<file path="config.mk">
export PLATFORM = sky130hd
export DESIGN_NAME = exe_issue_ctrl_flat
export DESIGN_NICKNAME = d
export VERILOG_FILES = /design/src/rtl/exe_issue_ctrl_if.sv /design/src/rtl/exe_issue_ctrl.sv /design/src/flat_wrapper.sv
export SDC_FILE = /design/constraint.sdc
export NUM_CORES = 1
export LEC_CHECK = 0
export ABC_AREA = 1
export BUFFER_PORTS_ARGS = -buffer_cell sky130_fd_sc_hd__buf_2
export CAP_MARGIN = 20
export CORE_AREA = 2 2 66 68
export CTS_CLUSTER_DIAMETER = 150
export DETAILED_ROUTE_END_ITERATION = 10
export DIE_AREA = 0 0 68 70
export PLACE_DENSITY_LB_ADDON = 0.08
export SLEW_MARGIN = 40
export SYNTH_ARGS = -nofsm -noshare
export SYNTH_HDL_FRONTEND = slang
export SYNTH_SLANG_ARGS = --single-unit
</file>
<file path="constraint.sdc">
create_clock -name clk -period 3.5 [get_ports clk]
set_input_delay 0.7 -clock clk [delete_from_list [all_inputs] [get_ports clk]]
set_output_delay 0.7 -clock clk [all_outputs]
set_load 0.005 [all_outputs]
</file>
<file path="src/rtl/exe_issue_ctrl_if.sv">
// rtl/exe_issue_ctrl_if.sv - ID issue, EXE slot, status and data-memory handshake bundle for exe_issue_ctrl
interface exe_issue_ctrl_if #(
    parameter int unsigned STALL_CNT_W = 16
);
    logic                   id_valid;
    logic                   id_ready;
    logic [3:0]             id_exe_cmd;
    logic                   id_mem_r_en;
    logic                   id_mem_w_en;
    logic                   id_s;
    logic                   id_b;

    logic                   exe_valid;
    logic [3:0]             exe_cmd;
    logic                   exe_mem_r_en;
    logic                   exe_mem_w_en;

    logic [3:0]             alu_status;
    logic [3:0]             sr;

    logic                   mem_req;
    logic                   mem_ready;

    logic                   commit;
    logic                   flush;
    logic [STALL_CNT_W-1:0] stall_cnt;

    // Pipeline side: ID stage, ALU and data memory.
    modport master (
        output id_valid, id_exe_cmd, id_mem_r_en, id_mem_w_en, id_s, id_b,
        output alu_status, mem_ready,
        input  id_ready, exe_valid, exe_cmd, exe_mem_r_en, exe_mem_w_en,
        input  sr, mem_req, commit, flush, stall_cnt
    );

    modport slave (
        input  id_valid, id_exe_cmd, id_mem_r_en, id_mem_w_en, id_s, id_b,
        input  alu_status, mem_ready,
        output id_ready, exe_valid, exe_cmd, exe_mem_r_en, exe_mem_w_en,
        output sr, mem_req, commit, flush, stall_cnt
    );
endinterface

</file>
<file path="src/rtl/exe_issue_ctrl.sv">
// rtl/exe_issue_ctrl.sv - EXE-stage issue controller: one-entry slot, memory stall, branch flush, NZCV, stall counter
module exe_issue_ctrl #(
    parameter int unsigned FLUSH_CYCLES = 2,
    parameter int unsigned STALL_CNT_W  = 16
) (
    input  logic              clk,
    input  logic              rst_n,
    exe_issue_ctrl_if.slave   bus
);
    typedef enum logic [1:0] {
        ST_RUN      = 2'd0,
        ST_MEM_WAIT = 2'd1,
        ST_FLUSH    = 2'd2
    } state_e;

    localparam logic [3:0] FLUSH_LOAD = 4'(FLUSH_CYCLES);

    state_e                 state_q;
    logic [3:0]             flush_cnt_q;

    logic                   exe_valid_q,    exe_valid_d;
    logic [3:0]             exe_cmd_q,      exe_cmd_d;
    logic                   exe_mem_r_en_q, exe_mem_r_en_d;
    logic                   exe_mem_w_en_q, exe_mem_w_en_d;
    logic                   slot_s_q,       slot_s_d;
    logic                   slot_b_q,       slot_b_d;
    logic [3:0]             sr_q,           sr_d;
    logic [STALL_CNT_W-1:0] stall_cnt_q,    stall_cnt_d;

    logic slot_mem;
    logic in_flush;
    logic commit;
    logic flush;
    logic id_ready;
    logic issue;

    assign slot_mem = exe_mem_r_en_q | exe_mem_w_en_q;
    assign in_flush = (state_q == ST_FLUSH);
    assign commit   = exe_valid_q & ~in_flush & (~slot_mem | bus.mem_ready);
    assign flush    = commit & slot_b_q;
    // A committing slot frees itself in the same cycle, so ID can issue back-to-back.
    assign id_ready = ~in_flush & ~flush & (~exe_valid_q | commit);
    assign issue    = bus.id_valid & id_ready;

    assign bus.id_ready     = id_ready;
    assign bus.commit       = commit;
    assign bus.flush        = flush;
    assign bus.mem_req      = exe_valid_q & slot_mem & ~in_flush;
    assign bus.exe_valid    = exe_valid_q;
    assign bus.exe_cmd      = exe_cmd_q;
    assign bus.exe_mem_r_en = exe_mem_r_en_q;
    assign bus.exe_mem_w_en = exe_mem_w_en_q;
    assign bus.sr           = sr_q;
    assign bus.stall_cnt    = stall_cnt_q;

    always_comb begin
        exe_valid_d    = exe_valid_q;
        exe_cmd_d      = exe_cmd_q;
        exe_mem_r_en_d = exe_mem_r_en_q;
        exe_mem_w_en_d = exe_mem_w_en_q;
        slot_s_d       = slot_s_q;
        slot_b_d       = slot_b_q;
        if (issue) begin
            exe_valid_d    = 1'b1;
            exe_cmd_d      = bus.id_exe_cmd;
            exe_mem_r_en_d = bus.id_mem_r_en;
            exe_mem_w_en_d = bus.id_mem_w_en;
            slot_s_d       = bus.id_s;
            slot_b_d       = bus.id_b;
        end else if (commit | in_flush) begin
            exe_valid_d    = 1'b0;
        end
    end

    always_comb begin
        sr_d = sr_q;
        if (commit & slot_s_q) begin
            sr_d = bus.alu_status;
        end
    end

    always_comb begin
        stall_cnt_d = stall_cnt_q;
        if (bus.id_valid & ~id_ready & (stall_cnt_q != {STALL_CNT_W{1'b1}})) begin
            stall_cnt_d = stall_cnt_q + STALL_CNT_W'(1);
        end
    end

    // The flush counter reaching 1 marks the last blocked cycle.
    always_ff @(posedge clk or negedge rst_n) begin
        if (!rst_n) begin
            state_q     <= ST_RUN;
            flush_cnt_q <= 4'd0;
        end else begin
            case (state_q)
                ST_RUN, ST_MEM_WAIT: begin
                    if (flush) begin
                        state_q     <= ST_FLUSH;
                        flush_cnt_q <= FLUSH_LOAD;
                    end else if (exe_valid_q & slot_mem & ~bus.mem_ready) begin
                        state_q     <= ST_MEM_WAIT;
                    end else begin
                        state_q     <= ST_RUN;
                    end
                end
                ST_FLUSH: begin
                    if (flush_cnt_q <= 4'd1) begin
                        state_q     <= ST_RUN;
                        flush_cnt_q <= 4'd0;
                    end else begin
                        flush_cnt_q <= flush_cnt_q - 4'd1;
                    end
                end
                default: begin
                    state_q     <= ST_RUN;
                    flush_cnt_q <= 4'd0;
                end
            endcase
        end
    end

    always_ff @(posedge clk or negedge rst_n) begin
        if (!rst_n) begin
            exe_valid_q    <= 1'b0;
            exe_cmd_q      <= 4'd0;
            exe_mem_r_en_q <= 1'b0;
            exe_mem_w_en_q <= 1'b0;
            slot_s_q       <= 1'b0;
            slot_b_q       <= 1'b0;
            sr_q           <= 4'd0;
            stall_cnt_q    <= '0;
        end else begin
            exe_valid_q    <= exe_valid_d;
            exe_cmd_q      <= exe_cmd_d;
            exe_mem_r_en_q <= exe_mem_r_en_d;
            exe_mem_w_en_q <= exe_mem_w_en_d;
            slot_s_q       <= slot_s_d;
            slot_b_q       <= slot_b_d;
            sr_q           <= sr_d;
            stall_cnt_q    <= stall_cnt_d;
        end
    end
endmodule

</file>
<file path="src/flat_wrapper.sv">
// flat-port wrapper written by rule: the top's interface ports become plain ports
module exe_issue_ctrl_flat 
#(
    parameter int unsigned FLUSH_CYCLES = 2,
    parameter int unsigned STALL_CNT_W  = 16
)
  (clk, rst_n, bus_id_valid, bus_id_exe_cmd, bus_id_mem_r_en, bus_id_mem_w_en, bus_id_s, bus_id_b, bus_alu_status, bus_mem_ready, bus_id_ready, bus_exe_valid, bus_exe_cmd, bus_exe_mem_r_en, bus_exe_mem_w_en, bus_sr, bus_mem_req, bus_commit, bus_flush, bus_stall_cnt);
  exe_issue_ctrl_if #(.STALL_CNT_W(STALL_CNT_W)) bus_i ();
  input  logic clk;
  input  logic rst_n;
  input wire logic [$bits(bus_i.id_valid)-1:0] bus_id_valid;
  input wire logic [$bits(bus_i.id_exe_cmd)-1:0] bus_id_exe_cmd;
  input wire logic [$bits(bus_i.id_mem_r_en)-1:0] bus_id_mem_r_en;
  input wire logic [$bits(bus_i.id_mem_w_en)-1:0] bus_id_mem_w_en;
  input wire logic [$bits(bus_i.id_s)-1:0] bus_id_s;
  input wire logic [$bits(bus_i.id_b)-1:0] bus_id_b;
  input wire logic [$bits(bus_i.alu_status)-1:0] bus_alu_status;
  input wire logic [$bits(bus_i.mem_ready)-1:0] bus_mem_ready;
  output wire logic [$bits(bus_i.id_ready)-1:0] bus_id_ready;
  output wire logic [$bits(bus_i.exe_valid)-1:0] bus_exe_valid;
  output wire logic [$bits(bus_i.exe_cmd)-1:0] bus_exe_cmd;
  output wire logic [$bits(bus_i.exe_mem_r_en)-1:0] bus_exe_mem_r_en;
  output wire logic [$bits(bus_i.exe_mem_w_en)-1:0] bus_exe_mem_w_en;
  output wire logic [$bits(bus_i.sr)-1:0] bus_sr;
  output wire logic [$bits(bus_i.mem_req)-1:0] bus_mem_req;
  output wire logic [$bits(bus_i.commit)-1:0] bus_commit;
  output wire logic [$bits(bus_i.flush)-1:0] bus_flush;
  output wire logic [$bits(bus_i.stall_cnt)-1:0] bus_stall_cnt;
  assign bus_i.id_valid = bus_id_valid;
  assign bus_i.id_exe_cmd = bus_id_exe_cmd;
  assign bus_i.id_mem_r_en = bus_id_mem_r_en;
  assign bus_i.id_mem_w_en = bus_id_mem_w_en;
  assign bus_i.id_s = bus_id_s;
  assign bus_i.id_b = bus_id_b;
  assign bus_i.alu_status = bus_alu_status;
  assign bus_i.mem_ready = bus_mem_ready;
  assign bus_id_ready = bus_i.id_ready;
  assign bus_exe_valid = bus_i.exe_valid;
  assign bus_exe_cmd = bus_i.exe_cmd;
  assign bus_exe_mem_r_en = bus_i.exe_mem_r_en;
  assign bus_exe_mem_w_en = bus_i.exe_mem_w_en;
  assign bus_sr = bus_i.sr;
  assign bus_mem_req = bus_i.mem_req;
  assign bus_commit = bus_i.commit;
  assign bus_flush = bus_i.flush;
  assign bus_stall_cnt = bus_i.stall_cnt;
  exe_issue_ctrl #(.FLUSH_CYCLES(FLUSH_CYCLES), .STALL_CNT_W(STALL_CNT_W)) u_core (.clk(clk), .rst_n(rst_n), .bus(bus_i));
endmodule
</file>
==> Word level (Yosys, flattened, before mapping) <==
Index checks and enable logic that the tools add are counted.
{ "word_totals": {"register_bits": 35, "latchBits": 0, "ramBits": 0, "rom_bits": 0, "input_bits": 16, "wordCells": 52, "mem_count": 0} }
{ "classes": {"n_addsub": 2, "n_mul": 0, "div": 0, "magnitude_cmp": 1, "eq_ne": 5, "shifts": 0, "mux": 9, "bitwise": 22, "reduce_logical": 3} }
{ "ops": {"columns": ["op", "n"], "rows": [
  ["$add A16 B1 Y16 const B", 1],
  ["$ne A16 B16 Y1 const B", 1],
  ["$and A1 B1 Y1", 12],
  ["$mux W4", 2],
  ["$pmux W4 S2", 1],
  ["$not A1 Y1", 6],
  ["$le A4 B1 Y1 const B", 1],
  ["$mux W2", 2],
  ["$or A1 B1 Y1", 4],
  ["$pmux W2 S2", 1],
  ["$sub A4 B1 Y4 const B", 1],
  ["$mux W1", 3],
  ["$eq A2 B1 Y1 const B", 1],
  ["$eq A2 B2 Y1 const B", 1],
  ["$logic_not A2 Y1", 1],
  ["$ne A2 B1 Y1 const B", 1],
  ["$ne A2 B2 Y1 const B", 1],
  ["$reduce_bool A2 Y1", 1],
  ["$reduce_or A2 Y1", 1]
]} }

==> Depth between registers and ports, before layout <==
Gate-level depths: netlist (run 1).
{ "logic_depth": {"word_depth": 11, "mapped_depth": 10, "depth_no_buf": 10} }

==> Least setup slack after synthesis (run 1) <==
Ideal clock, no wire load.
{ "synth_timing": {"path_kind": "input-to-output", "start": "in bus_mem_ready", "end": "out bus_id_ready", "arrival_ps": 1323, "path_slack_ps": 1477, "path_stages": 6, "path_cell_list": "inv_1 nand2_1 nand3_2 nand2_2 buf_2 inv_1"} }
{ "synth_via": {"elab_chain_cells": 6} }
{ "synth_rtl": {"columns": ["element", "line", "source"], "rows": [
  ["start: declaration", "flat_wrapper.sv:18", "input wire logic [$bits(bus_i.mem_ready)-1:0] bus_mem_ready;"],
  ["$or A1 B1 Y1 (*)", "exe_issue_ctrl.sv:39", "assign commit = exe_valid_q & ~in_flush & (~slot_mem | bus.mem_ready);"],
  ["$and A1 B1 Y1 (*)", "exe_issue_ctrl.sv:39", null],
  ["$and A1 B1 Y1", "exe_issue_ctrl.sv:40", "assign flush = commit & slot_b_q;"],
  ["$not A1 Y1", "exe_issue_ctrl.sv:42", "assign id_ready = ~in_flush & ~flush & (~exe_valid_q | commit);"],
  ["$and A1 B1 Y1", "exe_issue_ctrl.sv:42", null],
  ["$and A1 B1 Y1 (*)", "exe_issue_ctrl.sv:42", null],
  ["end: declaration", "flat_wrapper.sv:19", "output wire logic [$bits(bus_i.id_ready)-1:0] bus_id_ready;"]
]} }
Every way passes the cells marked *; elsewhere a longest branch is shown, timed or not.

==> Worst setup path after layout (run 1) <==
{ "layout_timing": {"start": "reg u_core.state_q[1]", "end": "out bus_id_ready"} }
{ "layout_via": {"elab_chain_cells": 8} }
{ "layout_rtl": {"columns": ["element", "line", "source"], "rows": [
  ["start: declaration", "exe_issue_ctrl.sv:18", "state_e state_q;"],
  ["start signal: assignment", "exe_issue_ctrl.sv:92", "state_q <= ST_RUN;"],
  ["start signal: assignment", "exe_issue_ctrl.sv:98", "state_q <= ST_FLUSH;"],
  ["start signal: assignment", "exe_issue_ctrl.sv:101", "state_q <= ST_MEM_WAIT;"],
  ["$eq A2 B2 Y1 (*)", "exe_issue_ctrl.sv:38", "assign in_flush = (state_q == ST_FLUSH);"],
  ["$not A1 Y1 (*)", "exe_issue_ctrl.sv:39, exe_issue_ctrl.sv:42", null],
  ["$and A1 B1 Y1 (2 in a row)", "exe_issue_ctrl.sv:39", null],
  ["$and A1 B1 Y1", "exe_issue_ctrl.sv:40", null],
  ["$not A1 Y1", "exe_issue_ctrl.sv:42", null],
  ["$and A1 B1 Y1", "exe_issue_ctrl.sv:42", null],
  ["$and A1 B1 Y1 (*)", "exe_issue_ctrl.sv:42", null]
]} }
Marks and branches as above.

==> flow_metrics.py, run 1 <==
metrics = {
    "status": {
        "status": "completed",
    },
    "floorplan": {
        "fp.dieW_um": 68,
        "die_h_um": 70,
        "core_mm2": 0.00414,
        "start_util_pct": 46.7,
        "rows": 24,
        "die_area_mm2": 0.00476,
        "ioPinCount": 47,
    },
    "clock_tree": {
        "hold_buffers": 0,
        "cts.sinks": 35,
        "ctsResizeCount": 0,
        "htreeDepth": 2,
        "insertion_delay_ns": 0.29,
        "cts_buffers": 5,
        "ctsLongestPathBuffers": 2,
        "clockRootBuffer": "clkbuf_8",
        "post_cts_buffers": 0,
        "cts.clk_slew.worst_paths_ns": 0.07,
        "cts_tree": "yes",
    },
    "yosys": {
        "synth_nets": 276,
        "synth-seq-area-share_pct": 45.3,
        "yosysWarnings": 0,
        "netlist-cell-type-count": 29,
        "synth_top_cells_by_area": "dfrtp_1 45%, nand2_1 20%, nand3_1 5.2%, inv_1 4.1%, nand4_1 3.9%",
        "synth.cell_area_mm2": 0.00193,
        "yosys.area.top_type": "dfrtp_1",
        "yosysTopAreaCellShare_pct": 45.3,
        "syn_area_per_cell_um2": 7.53,
        "synth_cells": 257,
        "synth-seq-cells": 35,
    },
    "routing": {
        "route.detailed.drc": 0,
        "vias": 1765,
        "routed_wl_mm": 4.25,
        "drt_first_iter_violations": 116,
        "wl_per_cell_um": 11.9,
        "drt-vias-per-instance": 4.96,
        "dr.pass1.iters": 4,
        "ant_nets": 0,
    },
    "timing": {
        "fmax_mhz": 440,
        "fin_skew_ns": 0.00573,
        "hold_viol": 0,
        "min_period_ns": 2.27,
        "final_max_slew_viol_count": 0,
        "finalSetupViolCount": 0,
        "rsz0062_at_grt": "no",
        "final.period_utilization_pct": 65.0,
        "tightest_slew_ns": 0.449,
        "fin_setup_tns_ns": 0,
        "slew_headroom_pct": 70.1,
    },
    "setup_path": {
        "critPathCaptureType": "output port",
        "crit_fanout": 13,
        "path_class": "flip-flop to output port",
        "arrival_ns": 1.57,
        "r2r_cells": 9,
        "rrSetupSlack_ns": 1.64,
        "critPathLaunchType": "flip-flop",
        "required_ns": 2.80,
    },
    "grt": {
        "grt_pass1_vias": 1628,
        "overflow": 0,
        "grt_max_degree": 36,
        "grt.busiest_layer": "met2",
        "grt_antenna_before_repair": 0,
        "use_met1_pct": 27.7,
        "grtUsageMet3_pct": 4.51,
        "grt.total_usage_pct": 19.8,
        "grt_pass1_wl_mm": 7.28,
        "grt_util_met2_pct": 29.9,
    },
    "cells_and_area": {
        "drive_gt1_share_pct": 22.4,
        "final-seq-area_um2": 876,
        "syn2layout_area_growth_pct": 18.8,
        "n_fill_cell": 416,
        "antenna_cells": 0,
        "fin_nets": 323,
        "multi_input_area_um2": 927,
        "finalNonFillerCells": 356,
    },
    "power_and_ir_drop": {
        "power_density_mw_per_mm2": 661,
        "power.total_mw": 1.52,
        "power_leakage_nw": 1.24,
        "ir_drop_uv": 333,
    },
    "worst_hold_path": {
        "min_path_type": "input pin to async pin",
    },
    "place": {
        "dp_hpwl_mm": 3.03,
        "gp_congestion": 0.853,
        "dp.cells": 349,
        "port_buffers": 46,
    },
    "flow_run": {
        "cap_violations": 0,
    },
}
## layout make-up
| class | instances | area share (%) |
|---|---|---|
| Tap cell | 52 | 2.83 |
| Timing Repair Buffer | 46 | 10.1 |
| Multi-Input combinational cell | 192 | 40.3 |
| Clock buffer | 5 | 2.99 |
| Inverter | 24 | 3.97 |
| Clock inverter | 2 | 1.63 |
| Sequential cell | 35 | 38.1 |
## cells by family (layout without fill, tap and decap cells)
family | after synthesis | count (layout) | synth area share [%]
fa+ha+maj | 3 | 3 | 1.94
simple gates | 169 | 169 | 39.7
buf+inv | 30 | 77 | 6.79
compound gates | 16 | 16 | 4.46
flops | 35 | 35 | 45.3
xor+xnor | 4 | 4 | 1.81
## cell usage after synthesis (all sizes together)
library cell / n
a21oi: 3
xnor2: 2
o21a: 1
ha: 3
nand3b: 2
nor2: 24
clkinv: 1
o21ai: 12
nand3: 23
nand2: 105
buf: 4
inv: 23
nand4: 12
nor3: 2
clkbuf: 2
and2: 1
dfrtp: 35
xor2: 2
## placed cells by master, fill, tap and decap left out
cell,synthesis,routed
nand2_1,103,103
buf_2,2,45
dfrtp_1,35,35
inv_1,21,21
nand3_1,20,20
nor2_1,19,19
nand4_1,12,12
o21ai_0,11,11
clkbuf_8,0,5
nor2_2,3,3
ha_1,3,3
inv_2,2,2
nor2_4,2,2
nand2_2,2,2
nand3_4,2,2
nand3b_1,2,2
xnor2_1,2,2
xor2_1,2,2
a21oi_1,2,2
nand3_2,1,1
and2_1,1,1
o21a_1,1,1
a21oi_2,1,1
clkinv_2,1,1
nor3_2,1,1
o21ai_1,1,1
nor3_1,1,1
bufinv_16,0,1
clkinvlp_4,0,1
buf_4,1,1
## final timing paths
| kind | from | to |
|---|---|---|
| max in group asynchronous | rst_n | u_core.bus.stall_cnt[2] |
| hold / removal | rst_n | u_core.bus.sr[2] |
| setup reg to reg | u_core.state_q[1] | u_core.slot_s_q |
| min in group clk | u_core.bus.sr[1] | u_core.bus.sr[1] |
| setup / recovery | u_core.state_q[1] | bus_id_ready |
| hold reg to reg | u_core.bus.sr[1] | u_core.bus.sr[1] |
## state kept, by name (all words and copies together) (netlist names)
name,count
u_core.bus.stall_cnt,16
u_core.bus.exe_cmd,4
u_core.bus.sr,4
u_core.flush_cnt_q,4
u_core.state_q,2
u_core.bus.exe_mem_r_en,1
u_core.bus.exe_mem_w_en,1
u_core.bus.exe_valid,1
u_core.slot_b_q,1
u_core.slot_s_q,1
## stage by stage
stage                     setup slack (ns)  instance area (um^2)  hold WS, ns  util, %
after floorplan                       1.48                  1930        0.404        -
after global placement                1.28                  2190        0.453     52.8
after detailed placement              1.29                  2190        0.456     52.8
after CTS                             1.21                  2300        0.474     55.4
after global routing                  1.08                  2300        0.386     55.5
final                                 1.23                  2300        0.359     55.5
## per-layer routing
layer	share of wire, %	vias to the layer above
met5	0	-
met4	1.0	0
met3	6.1	4
met2	44	51
met1	49	796
li1	-	914
## where the power goes
group / switching, mW / internal [mW] / leakage, nW / total (mW)
registers: 0.103 / 0.525 / 0.457 / 0.629
logic: 0.324 / 0.207 / 0.732 / 0.531
clock network: 0.152 / 0.208 / 0.0502 / 0.360
## worst max-delay path: stages, from the launching register on
cell,delay (ns)
dfrtp_1,0.42
inv_2,0.10
nor2_4,0.05
nor2_2,0.10
nand3_2,0.14
nand2_2,0.27
inv_1,0.06
buf_2,0.13
(Power assumes the default switching activity.)
==> inputs of run 2 (changes only) <==
Settings changed: ABC_AREA 1 to 0, CORE_AREA 2 2 66 68 to 2 2 60 62, DIE_AREA 0 0 68 70 to 0 0 62 64.
Clock period 3.5 ns to 2.35 ns, I/O delays scaled along.
==> flow_metrics.py, run 2 <==
metrics = {
    "clock_tree": {
        "cts.sinks": 35,
        "hold_buffers": 0,
        "insertion_delay_ns": 0.33,
        "ctsResizeCount": 0,
        "post_cts_buffers": 0,
        "ctsLongestPathBuffers": 2,
        "cts_buffers": 5,
        "cts_tree": "yes",
        "clockRootBuffer": "clkbuf_4",
        "htreeDepth": 2,
        "cts.clk_slew.worst_paths_ns": 0.10,
    },
    "timing": {
        "final_max_slew_viol_count": 0,
        "rsz0062_at_grt": "no",
        "final.period_utilization_pct": 88.3,
        "tightest_slew_ns": 0.638,
        "hold_viol": 0,
        "finalSetupViolCount": 0,
        "fmax_mhz": 482,
        "min_period_ns": 2.07,
        "worst_slack_ns": 0.275,
        "fin_setup_tns_ns": 0,
        "slew_headroom_pct": 57.4,
        "fin_skew_ns": 0.00780,
    },
    "yosys": {
        "synth_top_cells_by_area": "dfrtp_1 55%, mux2_2 9.9%, xnor2_1 5.5%, nor2_1 2.6%, nand3_1 2.5%",
        "synth_cells": 137,
        "ys_async_sr_fraction_pct": 100,
        "synth_flop_cell": "dfrtp_1",
        "yosys.area.top_type": "dfrtp_1",
        "yosysWarnings": 0,
        "netlist-cell-type-count": 28,
        "synth-seq-cells": 35,
        "synth_edf_count": 0,
        "yosysMostFrequentCell": "dfrtp_1",
        "synthTopCellsByCount": "35 x dfrtp_1, 14 x mux2_2, 11 x nor2_1, 10 x nand2_1, 10 x xnor2_1",
        "synth.cell_area_mm2": 0.00159,
        "synth-seq-area-share_pct": 55.2,
        "synth_nets": 156,
        "syn_area_per_cell_um2": 11.6,
        "yosysTopAreaCellShare_pct": 55.2,
    },
    "power_and_ir_drop": {
        "p_switching_mw": 0.712,
        "power_leakage_nw": 0.959,
        "sw_frac_of_total_pct": 34.9,
        "combPwrFrac_pct": 36.8,
        "power_density_mw_per_mm2": 1050,
        "ir_drop_uv": 763,
        "clkPwrFrac_pct": 15.2,
        "pwr-share-seq_pct": 48.0,
        "p_int_mw": 1.33,
        "power.total_mw": 2.04,
    },
    "routing": {
        "drt_first_iter_violations": 66,
        "ant_nets": 0,
        "dr.pass1.iters": 4,
        "routed_wl_mm": 3.01,
        "drt-vias-per-instance": 5.05,
        "route.detailed.drc": 0,
        "wl_per_cell_um": 12.6,
        "vias": 1208,
    },
    "setup_path": {
        "path_class": "flip-flop to flip-flop",
        "required_ns": 2.57,
        "crit_fanout": 5,
        "arrival_ns": 2.29,
        "critPathLaunchType": "flip-flop",
        "critPathCaptureType": "flip-flop",
    },
    "worst_hold_path": {
        "min_path_type": "input pin to async pin",
    },
    "grt": {
        "overflow": 0,
        "grt_max_degree": 36,
        "grt_antenna_before_repair": 0,
        "grt_pass1_vias": 1191,
        "grt.total_usage_pct": 17.6,
        "grt_pass1_wl_mm": 5.24,
    },
    "cells_and_area": {
        "multi_input_area_um2": 681,
        "drive_gt1_share_pct": 37.8,
        "largest_register_ffs": 16,
        "antenna_cells": 0,
        "finalNonFillerCells": 239,
        "final_cell_mix": "45 x buf_2, 35 x dfrtp_1, 14 x mux2_2",
        "fin_nets": 211,
        "layout_commonest_cell": "buf_2",
        "final-seq-area_um2": 876,
        "syn2layout_area_growth_pct": 22.4,
        "n_fill_cell": 296,
    },
    "place": {
        "dp_hpwl_mm": 2.25,
        "dp.cells": 231,
        "port_buffers": 46,
        "post-place-ws_ns": 0.172,
        "gp_congestion": 0.748,
    },
    "floorplan": {
        "die_h_um": 64,
        "start_util_pct": 48.3,
        "core_mm2": 0.00328,
        "fp.dieW_um": 62,
        "rows": 21,
        "die_area_mm2": 0.00397,
        "ioPinCount": 47,
    },
    "status": {
        "status": "completed",
    },
    "flow_run": {
        "cap_violations": 0,
    },
}
-- run 2: routing by layer --
metal  vias up  routed length, um  track usage [%]
li1        593                  -                -
met1       589               1300             21.7
met2        24               1570             29.6
met3         2                136             5.47
met4         0                 10             3.99
met5         -                  0                0
-- run 2: cell type report --
type	count	share of cell area, %
clock buffers	7	2.32
clock inverters	1	0.258
inverters	8	1.55
multi-input cells	94	35.1
flip-flops and latches	35	45.1
well taps	46	2.96
repair buffers	48	12.8
-- run 2: final timing paths --
kind	cells past startpoint	slack [ns]	start	to
max	5	0.28	u_core.bus.exe_valid	u_core.bus.stall_cnt[15]
min	1	0.07	rst_n	u_core.state_q[0]
max reg2reg	5	0.28	u_core.bus.exe_valid	u_core.bus.stall_cnt[15]
min reg2reg	1	0.50	u_core.bus.stall_cnt[10]	u_core.bus.stall_cnt[10]
max in group asynchronous	1	1.97	rst_n	u_core.bus.stall_cnt[8]
min in group clk	2	0.35	bus_mem_ready	u_core.state_q[0]
-- run 2: worst max-delay path, cell delays in order, from the launching register on --
cell and delay (ns):
dfrtp_1 0.42, inv_2 0.07, o311a_4 0.40, or4_4 0.55
nor4_2 0.16, mux2_2 0.36
-- run 2: logic make-up after synthesis --
| family | Yosys count | synth area share, % |
|---|---|---|
| DFF | 35 | 55.2 |
| and+or+nand+nor | 49 | 16.2 |
| AOI/OAI and AO/OA | 14 | 6.70 |
| adders and majority gates | 3 | 2.37 |
| xor gates and xnor gates | 14 | 7.73 |
| buffers and inverters | 8 | 1.89 |
| muxes | 14 | 9.94 |
-- run 2: stage by stage --
stage,area (um^2),utilization [%],hold WS (ns)
after floorplan,1590,-,0.174
after global placement,1890,57.5,0.481
after detailed placement,1890,57.5,0.489
after CTS,1940,59.0,0.208
after global routing,1940,59.1,0.0692
final,1940,59.1,0.0651
-- run 2: power groups by stage --
stage / clock network [mW] / logic (mW) / registers, mW
6_report: 0.310 / 0.750 / 0.978
5_1_grt: 0.361 / 0.842 / 1.01
4_1_cts: 0.326 / 0.766 / 0.978
3_5_place_dp: 0 / 0.765 / 0.991
3_3_place_gp: 0 / 0.747 / 0.972
2_1_floorplan: 0 / 0.457 / 0.982
